`src/rtl/mem_pkg.sv`:
```
// Shared packet-memory definitions.
//   ADDR_W      - block index width
//   NUM_BLOCKS  - number of managed packet-memory blocks
//   block_idx_t - block index type
//   fl_cnt_t    - free-block count type (one bit wider than an index)
//   fl_state_e  - free-list controller states
package mem_pkg;

  localparam int unsigned ADDR_W     = 3;
  localparam int unsigned NUM_BLOCKS = 8;

  typedef logic [ADDR_W-1:0] block_idx_t;
  typedef logic [ADDR_W:0]   fl_cnt_t;

  typedef enum logic {
    FL_INIT,
    FL_READY
  } fl_state_e;

endpackage

```
`src/rtl/fl_ptr_ctr.sv`:
```
// Wrapping pointer for the free-list circular FIFO.
// Counts 0 .. NUM_BLOCKS-1 and wraps back to 0, so NUM_BLOCKS need not be a
// power of two.
//   clk, rst_n - clock, asynchronous active-low reset (pointer clears to 0)
//   advance    - step the pointer by one on the next rising edge
//   ptr        - current pointer value
module fl_ptr_ctr #(
  parameter int unsigned NUM_BLOCKS = mem_pkg::NUM_BLOCKS,
  parameter int unsigned ADDR_W     = mem_pkg::ADDR_W
) (
  input  logic              clk,
  input  logic              rst_n,
  input  logic              advance,
  output logic [ADDR_W-1:0] ptr
);

  localparam logic [ADDR_W-1:0] LAST = ADDR_W'(NUM_BLOCKS - 1);

  always_ff @(posedge clk or negedge rst_n) begin
    if (!rst_n) begin
      ptr <= '0;
    end else if (advance) begin
      ptr <= (ptr == LAST) ? '0 : ptr + 1'b1;
    end
  end

endmodule

```
`src/rtl/free_list.sv`:
```
// Free packet-memory block pool.
// Circular FIFO of free block indices. After reset it fills itself with
// 0 .. NUM_BLOCKS-1 (INIT), then serves one allocation per cycle and accepts
// returned blocks (READY).
//   clk, rst_n            - clock, asynchronous active-low reset
//   fl_alloc_req_i        - allocation request from the arbiter
//   fl_alloc_gnt_o        - allocation granted this cycle (combinational)
//   fl_alloc_block_idx_o  - head-of-pool index, driven in READY even without a grant
//   fl_free_req_i         - block return strobe
//   fl_free_block_idx_i   - returned block index
//   fl_free_cnt_o         - number of free blocks held (registered)
//   fl_ready_o            - self-initialisation complete
//   fl_almost_empty_o     - free count at or below LOW_WM while ready
//   fl_err_o              - sticky: double free, out-of-range free, or free during INIT
module free_list #(
  parameter int unsigned NUM_BLOCKS = mem_pkg::NUM_BLOCKS,
  parameter int unsigned ADDR_W     = mem_pkg::ADDR_W,
  parameter int unsigned LOW_WM     = 2
) (
  input  logic              clk,
  input  logic              rst_n,
  input  logic              fl_alloc_req_i,
  output logic              fl_alloc_gnt_o,
  output logic [ADDR_W-1:0] fl_alloc_block_idx_o,
  input  logic              fl_free_req_i,
  input  logic [ADDR_W-1:0] fl_free_block_idx_i,
  output logic [ADDR_W:0]   fl_free_cnt_o,
  output logic              fl_ready_o,
  output logic              fl_almost_empty_o,
  output logic              fl_err_o
);

  import mem_pkg::*;

  // Storage spans the full index space so any ADDR_W-wide pointer indexes it
  // cleanly; entries at or above NUM_BLOCKS are never written or read.
  localparam int unsigned       DEPTH    = 1 << ADDR_W;
  localparam logic [ADDR_W:0]   FULL_CNT = (ADDR_W + 1)'(NUM_BLOCKS);
  localparam logic [ADDR_W:0]   LOW_CNT  = (ADDR_W + 1)'(LOW_WM);
  localparam logic [ADDR_W-1:0] LAST_IDX = ADDR_W'(NUM_BLOCKS - 1);

  fl_state_e         state_q;
  fl_state_e         state_d;
  logic [ADDR_W-1:0] mem [DEPTH];
  logic [ADDR_W-1:0] rd_ptr;
  logic [ADDR_W-1:0] wr_ptr;
  logic [ADDR_W-1:0] wr_data;
  logic [ADDR_W-1:0] init_cnt_q;
  logic [ADDR_W:0]   count_q;
  logic              push;
  logic              pop;
  logic              err_set;
  logic              init_step;
  logic              idx_bad;
  logic              ready;

  fl_ptr_ctr #(
    .NUM_BLOCKS (NUM_BLOCKS),
    .ADDR_W     (ADDR_W)
  ) u_rd_ptr (
    .clk     (clk),
    .rst_n   (rst_n),
    .advance (pop),
    .ptr     (rd_ptr)
  );

  fl_ptr_ctr #(
    .NUM_BLOCKS (NUM_BLOCKS),
    .ADDR_W     (ADDR_W)
  ) u_wr_ptr (
    .clk     (clk),
    .rst_n   (rst_n),
    .advance (push),
    .ptr     (wr_ptr)
  );

  assign idx_bad = ({1'b0, fl_free_block_idx_i} >= FULL_CNT);

  always_ff @(posedge clk or negedge rst_n) begin
    if (!rst_n) begin
      state_q <= FL_INIT;
    end else begin
      state_q <= state_d;
    end
  end

  always_comb begin
    state_d   = state_q;
    push      = 1'b0;
    pop       = 1'b0;
    wr_data   = init_cnt_q;
    err_set   = 1'b0;
    init_step = 1'b0;
    unique case (state_q)
      FL_INIT: begin
        push      = 1'b1;
        init_step = 1'b1;
        err_set   = fl_free_req_i;
        if (init_cnt_q == LAST_IDX) begin
          state_d = FL_READY;
        end
      end
      FL_READY: begin
        pop     = fl_alloc_req_i & (count_q != '0);
        wr_data = fl_free_block_idx_i;
        if (fl_free_req_i) begin
          // A grant in the same cycle frees a slot, so a full pool only
          // rejects the return when nothing is being popped.
          if (idx_bad || ((count_q == FULL_CNT) && !pop)) begin
            err_set = 1'b1;
          end else begin
            push = 1'b1;
          end
        end
      end
      default: state_d = FL_INIT;
    endcase
  end

  always_ff @(posedge clk or negedge rst_n) begin
    if (!rst_n) begin
      count_q    <= '0;
      init_cnt_q <= '0;
      fl_err_o   <= 1'b0;
    end else begin
      unique case ({push, pop})
        2'b10:   count_q <= count_q + 1'b1;
        2'b01:   count_q <= count_q - 1'b1;
        default: count_q <= count_q;
      endcase
      if (init_step) begin
        init_cnt_q <= init_cnt_q + 1'b1;
      end
      if (err_set) begin
        fl_err_o <= 1'b1;
      end
    end
  end

  always_ff @(posedge clk) begin
    if (push) begin
      mem[wr_ptr] <= wr_data;
    end
  end

  assign ready                = (state_q == FL_READY);
  assign fl_ready_o           = ready;
  assign fl_alloc_gnt_o       = pop;
  assign fl_alloc_block_idx_o = ready ? mem[rd_ptr] : '0;
  assign fl_free_cnt_o        = count_q;
  assign fl_almost_empty_o    = ready & (count_q <= LOW_CNT);

endmodule

```
`config.mk`:
```
export PLATFORM = sky130hd
export DESIGN_NAME = free_list
export DESIGN_NICKNAME = d
export VERILOG_FILES = /design/src/rtl/mem_pkg.sv /design/src/rtl/fl_ptr_ctr.sv /design/src/rtl/free_list.sv
export SDC_FILE = /design/constraint.sdc
export NUM_CORES = 1
export LEC_CHECK = 0
export CORE_ASPECT_RATIO = 0.8
export CORE_MARGIN = 5
export CORE_UTILIZATION = 23
export DETAILED_ROUTE_END_ITERATION = 10
export HOLD_SLACK_MARGIN = 0.12
export SYNTH_ARGS = -nofsm -noshare
export SYNTH_HDL_FRONTEND = slang
export SYNTH_SLANG_ARGS = --single-unit
export TNS_END_PERCENT = 5
```
`constraint.sdc`:
```
create_clock -name clk -period 4.04 [get_ports clk]
set_input_delay 0.606 -clock clk [delete_from_list [all_inputs] [get_ports clk]]
set_output_delay 0.606 -clock clk [all_outputs]
set_load 0.1 [all_outputs]
```
Word level (Yosys, flattened, before mapping)

Memory sizes are Yosys's and may differ from the RTL's.
Index checks and enable logic that the tools add are counted.

Memories: 1
Bits in writable memories: 24
Word-level logic and storage cells: 42
Input port bits: 7
Bits in registers: 15

Magnitude comparators: 1
Multiplexer cells: 16
Add/subtract/negate cells: 5
Equality and inequality tests: 6
Reduce and logical (&&, ||, !) cells: 4
Bitwise logic cells: 3

Memory list:

| memory | depth | width | rd ports | clocked after Yosys merged registers in | wr ports | RTL line        | source |
|---|---|---|---|---|---|---|---|
| mem    | 8     | 3     | 1        | 0                                       | 1        | free_list.sv:44 | `logic [ADDR_W-1:0] mem [DEPTH];` |

Operators with widths:

| operator              | number |
|---|---|
| $mux W3               | 4 |
| $add A3 B1 Y3 const B | 3 |
| $eq A3 B3 Y1 const B  | 3 |
| $mux W1               | 9 |
| $pmux W4 S2           | 1 |
| $add A4 B1 Y4 const B | 1 |
| $eq A4 B4 Y1 const B  | 1 |
| $le A4 B2 Y1 const B  | 1 |
| $pmux W1 S2           | 2 |
| $reduce_bool A4 Y1    | 1 |
| $sub A4 B1 Y4 const B | 1 |
| $and A1 B1 Y1         | 2 |
| $eq A2 B1 Y1 const B  | 1 |
| $eq A2 B2 Y1 const B  | 1 |
| $reduce_bool A2 Y1    | 1 |
| $logic_and A1 B1 Y1   | 1 |
| $logic_not A1 Y1      | 1 |
| $not A1 Y1            | 1 |

Logic depth before layout (Yosys ltp)

Gate-level depths: netlist (run 1).

Depth after elaboration: 9
Gate-level depth with buffers: 12
Depth with buffers taken out: 10

Cells and area by module

Synthesis (run 1) repeated with hierarchy kept, for this count alone.

Cell total of the unflattened synthesis: 133
Area total of the unflattened synthesis: 1918.1 µm²

By module, submodules not included:

| module     | cells an instance | seq. area each (µm²) | times used | area an instance (µm²) |
|---|---|---|---|---|
| free_list  | 111               | 945.9                | 1          | 1632.8 |
| fl_ptr_ctr | 11                | 75.1                 | 2          | 142.6 |

Least setup slack after synthesis (run 1)

OpenSTA, ideal clock, no wires.

Path kind: reg-to-reg
Start: reg count_q[1], in the netlist fl_free_cnt_o[1]
End: reg count_q[2], in the netlist fl_free_cnt_o[2]
Arrival: 3.418 ns
Path buffers: 1
Cell stages (with the launch flop): 11
Path slack: 0.457 ns
Library setup time: 0.165 ns
Path through: dfrtp_1 -> buf_6 -> nor2_4 -> a21oi_2 -> ha_1 -> xor2_1 -> ha_1 -> a21oi_1 -> xor2_1 -> nor2_1 -> xor2_1

Elaborated cells on any way between the ends: 15

RTL lines:

| item                                              | RTL line         | source |
|---|---|---|
| from (decl)                                       | free_list.sv:49  | `logic [ADDR_W:0] count_q;` |
| from (signal assigned)                            | free_list.sv:127 | `2'b10: count_q <= count_q + 1'b1;` |
| from (signal assigned)                            | free_list.sv:128 | `2'b01: count_q <= count_q - 1'b1;` |
| from (signal assigned)                            | free_list.sv:129 | `default: count_q <= count_q;` |
| $reduce_bool A4 Y1 *                              | free_list.sv:104 | `pop = fl_alloc_req_i & (count_q != '0);` |
| $and A1 B1 Y1 *                                   | free_list.sv:104 |  |
| $mux W1 *                                         | free_list.sv:94  | `unique case (state_q)` |
| named net fl_alloc_gnt_o                          | free_list.sv:23  | `output logic fl_alloc_gnt_o,` |
| $eq A2 B1 Y1 or $eq A2 B2 Y1 (tied branches)      | free_list.sv:126 | `unique case ({push, pop})` |
| $pmux W4 S2 or $reduce_bool A2 Y1 (tied branches) | --               |  |

The timed path passes the listed nets; every way through them passes the cells marked *.
A chain may end at the register's enable or synchronous reset.

Worst setup path after layout (run 1)

Start: reg u_rd_ptr.ptr[0]
End: out fl_alloc_block_idx_o[1]

Longest elaborated chain between the ends: 2

RTL lines:

| item                   | RTL line         | source |
|---|---|---|
| from (decl)            | fl_ptr_ctr.sv:14 | `output logic [ADDR_W-1:0] ptr` |
| from (signal assigned) | fl_ptr_ctr.sv:23 | `ptr <= (ptr == LAST) ? '0 : ptr + 1'b1;` |
| $mem_v2 Z8 W3          | --               |  |
| $mux W3                | free_list.sv:149 | `assign fl_alloc_block_idx_o = ready ? mem[rd_ptr] : '0;` |
| to (decl)              | free_list.sv:24  | `output logic [ADDR_W-1:0] fl_alloc_block_idx_o,` |

No other way between the ends.

==> qor.yml, run 1 <==
postCtsSetupBuffers: 0
synthToLayoutAreaGrowth_pct: 20.3
max_freq_mhz: 310
pre_cts_slack_ps: 941
ctsResizeCount: 0
fin_nets: 153
max_slew.worst_pin.slew_ps: 987
synth_cells: 119
diodes: 0
core_um2: 7870
regToRegSetupSlack_ps: 1450
firstDrtPassIters: 4
synth_area_per_cell_um2: 15.6
hpwl_um: 2350
crit_type: "register to output pin"
hold_buffers: 0
arrival_ps: 2620
cp-end-kind: "output pin"
ys.flop_type: "edfxtp_1"
wirelength_um: 3120
start_util_pct: 23.5
clkLatencyLatePin_ps: 290
postLayoutSetupSlackWorst_ps: 811
hold_class: "register to register"
yosysSeqAreaShare_pct: 59.2
die_area_um2: 9960
crit_required_ps: 3430
cts.sinks: 39
grtUsageTotal_pct: 6.91
nFillCells: 799
synth_nets: 135
fin_setup_tns_ps: 0
h-tree-depth: 2
drcViolationCount: 0
max_cap_viol_count: 0
path_max_fanout: 9
period_share_pct: 79.9
setup_violations: 0
antenna_found_initial: 0
gp_congestion: 0.781
io_pins: 18
gr-total-overflow: 0
skew_ps: 6.47
relSlewSlack_pct: 34.0
io_buffers: 17
synth_warnings: 0
yosysUniqueCellTypes: 34
clk_pin_slew_worst_paths_ps: 70
wl_per_cell_um: 12.7
hold_viol: 0
rsz0062_at_grt: "false"
netlist_area_um2: 1850
grt_max_degree: 16
grt_pass1_wl_um: 5210
rows: 29
numCtsBuffers: 5
cts_tree: "yes"
synth-seq-cells: 39
crit_path_start_kind: "register"
die_h_um: 90.3
cts.path.max_buffers: 2
cts-root-buf: "clkbuf_8"
slew_violations: 0
drive_gt1_share_pct: 23.9
status: "finished, final reports clean"
period_needed_ps: 3230
viasPerCell: 3.99
final_antenna_net_count: 0
drt-initial-drc-count: 35
async_flop_share_pct: 38.5
via_count: 981
die_w_um: 110
synth_edf_count: 24
grt_pass1_vias: 992
==> through the flow <==
stage | hold slack [ps] | area (µm²) | util, % | std cells
5_1_grt | 512 | 2230 | 28.3 | 246
4_1_cts | 467 | 2230 | 28.3 | 246
3_5_place_dp | 446 | 2120 | 26.9 | 238
6_report | 461 | 2230 | 28.3 | 246
2_1_floorplan | 310 | 1850 | - | 119
3_3_place_gp | 444 | 2120 | 26.9 | 238
==> placed cells by master (no fill, tap or decap), types with 4 or more instances in the layout <==
master and n:
nand2_1 4, clkdlybuf4s50_1 16, nor2b_1 4, xor2_1 4, edfxtp_1 24, ha_1 9, dfrtp_1 15, mux2_2 10
mux4_2 6, nor2_1 5, clkbuf_8 5
==> critical path, cell delays in order (launching register included) <==
cell and delay, ps:
dfrtp_1 590, mux4_2 550, mux2i_1 160, nor2b_1 60, clkdlybuf4s50_1 960
==> synthesized netlist by cell type, drive strengths merged (4+ instances only) <==
library cell | n | area, µm²
buf | 4 | 31.3
nor2b | 4 | 25.0
dfrtp | 15 | 375
xor2 | 4 | 35.0
mux4 | 6 | 135
mux2 | 11 | 128
a21oi | 4 | 27.5
ha | 9 | 113
edfxtp | 24 | 721
nand2 | 4 | 15.0
nor2 | 6 | 30.0
==> final timing paths <==
check	startpoint	end	cells past startpoint
setup / recovery	u_rd_ptr.ptr[0]$_DFFE_PN0P_	fl_alloc_block_idx_o[1]	4
hold / removal	fl_err_o$_DFFE_PN0P_	fl_err_o$_DFFE_PN0P_	1
setup reg to reg	fl_ready_o$_DFF_PN0_	fl_free_cnt_o[2]$_DFFE_PN0P_	8
hold reg to reg	fl_err_o$_DFFE_PN0P_	fl_err_o$_DFFE_PN0P_	1
max in group asynchronous	rst_n	u_wr_ptr.ptr[2]$_DFFE_PN0P_	1
min in group asynchronous	rst_n	u_wr_ptr.ptr[1]$_DFFE_PN0P_	1
==> flip-flops by register name (all words and copies together) (netlist names) <==
signal	cells
mem	24
fl_free_cnt_o	4
init_cnt_q	3
u_rd_ptr.ptr	3
u_wr_ptr.ptr	3
fl_err_o	1
fl_ready_o	1
==> final cells by class <==
class | count | area [µm²] | area share (%)
timing repair buffer | 17 | 168 | 7.52
tap | 108 | 135 | 6.06
inverter | 1 | 3.75 | 0.168
clock inverter | 3 | 43.8 | 1.97
multi-input combinational | 73 | 713 | 32.0
clock buffer | 5 | 68.8 | 3.09
sequential | 39 | 1100 | 49.2
==> per-layer routing <==
layer | global-route usage [%] | wire (µm)
met1 | 11.2 | 1750
met2 | 8.08 | 1130
met3 | 1.79 | 179
met4 | 3.38 | 55
met5 | 0 | 0
==> cell families after synthesis <==
kind of cell / share of synthesized area, %
XOR/XNOR: 2.84
multiplexers: 15.8
adder cells (fa/ha/maj): 6.08
AND/OR/NAND/NOR: 10.1
AO/OA/AOI/OAI: 3.65
flip-flops: 59.2
buffers and inverters: 2.30
Power of run 1 is not shown: default switching activity piles up to over one toggle a cycle in this logic, so the estimate is an artifact.
==> run 2, diff against run 1 <==
- clock period: 4.04 -> 3.25 ns (I/O delays scaled with it)
==> run 2 against run 1 <==
Cell area decreased by 0.39%; critical endpoint is now fl_free_cnt_o[2]$_DFFE_PN0P_; via count increased by 4.1%; utilization decreased by 0.11 points; critical path depth grew 7; hold slack improved by 33 ps; die area unchanged; sequential cell count unchanged.
==> qor.yml, run 2 (synthesized netlist as in run 1, its figures left out) <==
final_common_cell: "edfxtp_1"
final_antenna_net_count: 0  # unchanged
use_met1_pct: 10.9  # -0.33 points
antenna_found_initial: 0  # unchanged
period_needed_ps: 2650
numCtsBuffers: 5  # unchanged
hold_buffers: 0  # unchanged
drive_gt1_share_pct: 31.5  # +7.6 points
multi_input_area_um2: 721  # +1.1%
regToRegSetupSlack_ps: 650  # -800 ps
viasPerCell: 4.07  # +2.0%
slew_violations: 0  # unchanged
hold_class: "register to register"
max_stage_delay_ps: 500  # -460 ps
area.sequential_um2: 1100  # unchanged
clk_pin_slew_worst_paths_ps: 70  # about the same
grt_pass1_wl_um: 5790  # +11%
status: "finished, final reports clean"
whs_ps: 494  # +33.2 ps
start_util_pct: 23.5  # unchanged
firstDrtPassIters: 4  # unchanged
crit_path_start_kind: "input pin"
crit_required_ps: 3410  # -20 ps
gp_congestion: 0.738  # -5.5%
max_slew.worst_pin.slew_ps: 971  # -15.5 ps
io_buffers: 17  # unchanged
period_share_pct: 81.7
h-tree-depth: 2  # unchanged
via_count: 1021  # +4.1%
max_cap_viol_count: 0  # unchanged
postCtsSetupBuffers: 0  # unchanged
setup_violations: 0  # unchanged
cts.path.max_buffers: 2  # unchanged
path_max_fanout: 13  # +4
worstPathCellList: "clkdlybuf4s50_1 -> nor2_1 -> nand3_2 -> a21boi_2 -> ha_1 -> xor2_1 -> ha_1 -> a21oi_1 -> xor2_1 -> nor2_1 -> xor2_1"
gr-total-overflow: 0  # unchanged
dpl.cell_count: 243  # +2.1%
largest_register_ffs: 24  # unchanged
skew_ps: 5.49  # -0.988 ps
grt_max_degree: 16  # unchanged
cp-end-kind: "register"
synthToLayoutAreaGrowth_pct: 19.9
fin_setup_tns_ps: 0  # unchanged
drcViolationCount: 0  # unchanged
crit_family: "compound AO/OA/AOI/OAI gates"
rsz0062_at_grt: "false"
hpwl_um: 2460  # +4.6%
relSlewSlack_pct: 35.0  # +1.0 points
nFillCells: 802  # +0.38%
drt-initial-drc-count: 95  # +170%
die_w_um: 110  # unchanged
wirelength_um: 3500  # +12%
grtUsageTotal_pct: 7.67  # +0.76 points
crit_type: "input pin to register"
path_buf_inv: 1  # unchanged
die_h_um: 90.3  # unchanged
grt_pass1_vias: 1052  # +6.0%
hold_viol: 0  # unchanged
die_area_um2: 9960  # unchanged
final_cells: 251  # +2.0%
cts_tree: "yes"
core_um2: 7870  # unchanged
clkLatencyLatePin_ps: 280  # about the same
ctsResizeCount: 0  # unchanged
max_freq_mhz: 377
rows: 29  # unchanged
regMostFlops: "mem"
cts-root-buf: "clkbuf_8"
arrival_ps: 2810  # +190 ps
wl_per_cell_um: 13.9  # +9.8%
fin_util_pct: 28.2  # -0.11 points
layout.cells.most_common_list: "edfxtp_1 (24), dfrtp_1 (15), buf_4 (15)"
busiest_layer: "met2"
io_pins: 18  # unchanged
fin_nets: 158  # +3.3%
met2_usage_pct: 11.2  # +3.1 points
gr-usage-met3_pct: 1.72  # -0.071 points
cts.sinks: 39  # unchanged
cpMostUsedCell: "xor2_1"
diodes: 0  # unchanged
cpMaxStageDelayCell: "a21boi_2"
==> run 2: cell count changes in the layout (fill, tap and decap cells not counted), sizes merged <==
cell,before,now
buf,1,15
bufinv,1,0
clkinv,2,1
clkbuf,5,7
clkdlybuf4s50,16,7
==> run 2: path summary, 6_finish.rpt <==
check	startpoint	endpoint	cells after the start
worst max-delay path	fl_alloc_req_i	fl_free_cnt_o[2]$_DFFE_PN0P_	11
worst min-delay path	fl_err_o$_DFFE_PN0P_	fl_err_o$_DFFE_PN0P_	1
worst max register to register	fl_free_cnt_o[1]$_DFFE_PN0P_	fl_free_cnt_o[2]$_DFFE_PN0P_	10
worst min register to register	fl_err_o$_DFFE_PN0P_	fl_err_o$_DFFE_PN0P_	1
max in group asynchronous	rst_n	u_rd_ptr.ptr[0]$_DFFE_PN0P_	1
min in group asynchronous	rst_n	fl_free_cnt_o[3]$_DFFE_PN0P_	1
==> run 2: metrics by stage <==
step / setup WS (ps) / area, µm²
3_5_place_dp: 292 / 2140
5_1_grt: 372 / 2220
2_1_floorplan: -99.9 / 1860
3_3_place_gp: 388 / 2140
4_1_cts: 576 / 2220
6_report: 595 / 2220
==> run 2: metal layers <==
| metal | part of all wire [%] | wire [µm] |
|---|---|---|
| met1 | 49 | 1720 |
| met2 | 46 | 1600 |
| met3 | 3.7 | 131 |
| met4 | 1.4 | 48 |
| met5 | 0 | 0 |
==> run 2: layout make-up <==
cell class,count,area share (%)
sequential,39,49.4
multi-input combinational,73,32.5
timing repair buffer,22,8.23
tap,108,6.09
clock buffer,7,3.44
clock inverter,1,0.225
inverter,1,0.169
Power of run 2 is left out for the same reason.
==> run 3, diff against run 2 <==
- clock period: 3.25 -> 2.3 ns (I/O delays scaled with it)
==> run 3 against run 2 <==
Cell area is 5.9% higher; wire length is 0.72% lower; first-iteration DRC count is 31% lower; final cell count is 2.4% higher; via count is 3.2% higher; setup slack worse by 430 ps; sequential cell count stayed put; sequential share of layout area is 2.2 points lower; utilization is 1.7 points higher; critical endpoint is now fl_alloc_block_idx_o[2]; clock skew is 1.6 ps higher; clock-buffer cell count is 2 lower.
==> qor.yml, run 3 (synthesized netlist as in run 1, its figures left out) <==
area.sequential_um2: 1110  # +1.1%
status: "finished, final reports clean"
cts_tree: "yes"
via_count: 1054  # +3.2%
cp-end-kind: "output pin"
relSlewSlack_pct: 51.4  # +16 points
setup_violations: 0  # unchanged
grt_pass1_wl_um: 5840  # +0.95%
layout.cells.most_common_list: "edfxtp_1 (24), buf_4 (17), mux2_2 (10)"
die_area_um2: 9960  # unchanged
grt_max_degree: 16  # unchanged
max_cap_viol_count: 0  # unchanged
hpwl_um: 2570  # +4.3%
core_um2: 7870  # unchanged
fin_nets: 164  # +3.8%
numCtsBuffers: 5  # unchanged
die_h_um: 90.3  # unchanged
start_util_pct: 23.5  # unchanged
rows: 29  # unchanged
largest_register_ffs: 24  # unchanged
wl_per_cell_um: 13.5  # -3.0%
fin_setup_tns_ps: 0  # unchanged
period_share_pct: 92.9
synthToLayoutAreaGrowth_pct: 27.0
whs_ps: 467  # -27.2 ps
final_common_cell: "edfxtp_1"
pre_cts_slack_ps: 12.8  # -280 ps
viasPerCell: 4.10  # +0.82%
postLayoutSetupSlackWorst_ps: 164  # -431 ps
crit_type: "register to output pin"
cts.sinks: 39  # unchanged
drive_gt1_share_pct: 41.6  # +10 points
drt-initial-drc-count: 66  # -31%
final_antenna_net_count: 0  # unchanged
cts-root-buf: "clkbuf_8"
slew_violations: 0  # unchanged
clk_pin_slew_worst_paths_ps: 80  # about the same
nFillCells: 809  # +0.87%
hold_viol: 0  # unchanged
io_buffers: 17  # unchanged
grtUsageTotal_pct: 7.53  # -0.15 points
crit_path_start_kind: "register"
h-tree-depth: 2  # unchanged
grt_pass1_vias: 1107  # +5.2%
cts.path.max_buffers: 2  # unchanged
gp_congestion: 0.703  # -4.7%
arrival_ps: 1790  # -1020 ps
clkLatencyLatePin_ps: 290  # about the same
regMostFlops: "mem"
max_slew.worst_pin.slew_ps: 727  # -244 ps
skew_ps: 7.12  # +1.64 ps
rsz0062_at_grt: "false"
multi_input_area_um2: 727  # +0.87%
path_max_fanout: 9  # -4
antenna_found_initial: 0  # unchanged
io_pins: 18  # unchanged
diodes: 0  # unchanged
hold_buffers: 0  # unchanged
period_needed_ps: 2140
crit_required_ps: 1960  # -1450 ps
gr-total-overflow: 0  # unchanged
wirelength_um: 3470  # -0.72%
hold_class: "register to register"
max_freq_mhz: 468
firstDrtPassIters: 4  # unchanged
die_w_um: 110  # unchanged
drcViolationCount: 0  # unchanged
==> run 3: what timing repair did <==
item	4_1_cts	5_1_grt
setup buffers	0	0
endpoints found under the setup margin	2	0
resized for setup	1	0
==> run 3: layout make-up <==
| type | count | share of cell area [%] |
|---|---|---|
| clock buffer | 5 | 2.93 |
| clock inverter | 3 | 0.852 |
| inverter | 1 | 0.160 |
| multi-input combinational | 73 | 30.9 |
| sequential | 39 | 47.2 |
| tap | 108 | 5.75 |
| timing repair buffer | 28 | 12.2 |
==> run 3: through the flow <==
stage               instances  cell area [µm²]  utilization [%]
floorplan                 119             1880                -
finish                    257             2350             29.9
detailed placement        249             2260             28.7
CTS                       257             2350             29.9
global placement          249             2260             28.7
global route              257             2350             29.9
==> run 3: critical path, cell delays in order (launching register included) <==
cell and delay [ps]:
dfrtp_2 520, mux4_2 540, mux2i_1 160, nor2b_1 90, buf_12 170
==> run 3: worst paths after layout <==
kind	from	to	slack, ps	cells after the start
worst max register to register	fl_free_cnt_o[1]$_DFFE_PN0P_	fl_free_cnt_o[2]$_DFFE_PN0P_	210	10
worst min-delay path	fl_err_o$_DFFE_PN0P_	fl_err_o$_DFFE_PN0P_	470	1
max in group asynchronous	rst_n	fl_free_cnt_o[2]$_DFFE_PN0P_	1280	1
min in group asynchronous	rst_n	u_rd_ptr.ptr[1]$_DFFE_PN0P_	480	1
worst max-delay path	u_rd_ptr.ptr[0]$_DFFE_PN0P_	fl_alloc_block_idx_o[2]	160	4
worst min register to register	fl_err_o$_DFFE_PN0P_	fl_err_o$_DFFE_PN0P_	470	1
==> run 3: metal layers <==
metal  track usage [%]  vias up  part of all wire [%]
met5                 0        -                     0
met4              3.69        0                   1.4
met3              1.43        4                   2.0
met2              11.0       18                    46
met1              10.6      526                    51
li1                  -      506                     -
Power of run 3 is left out for the same reason.
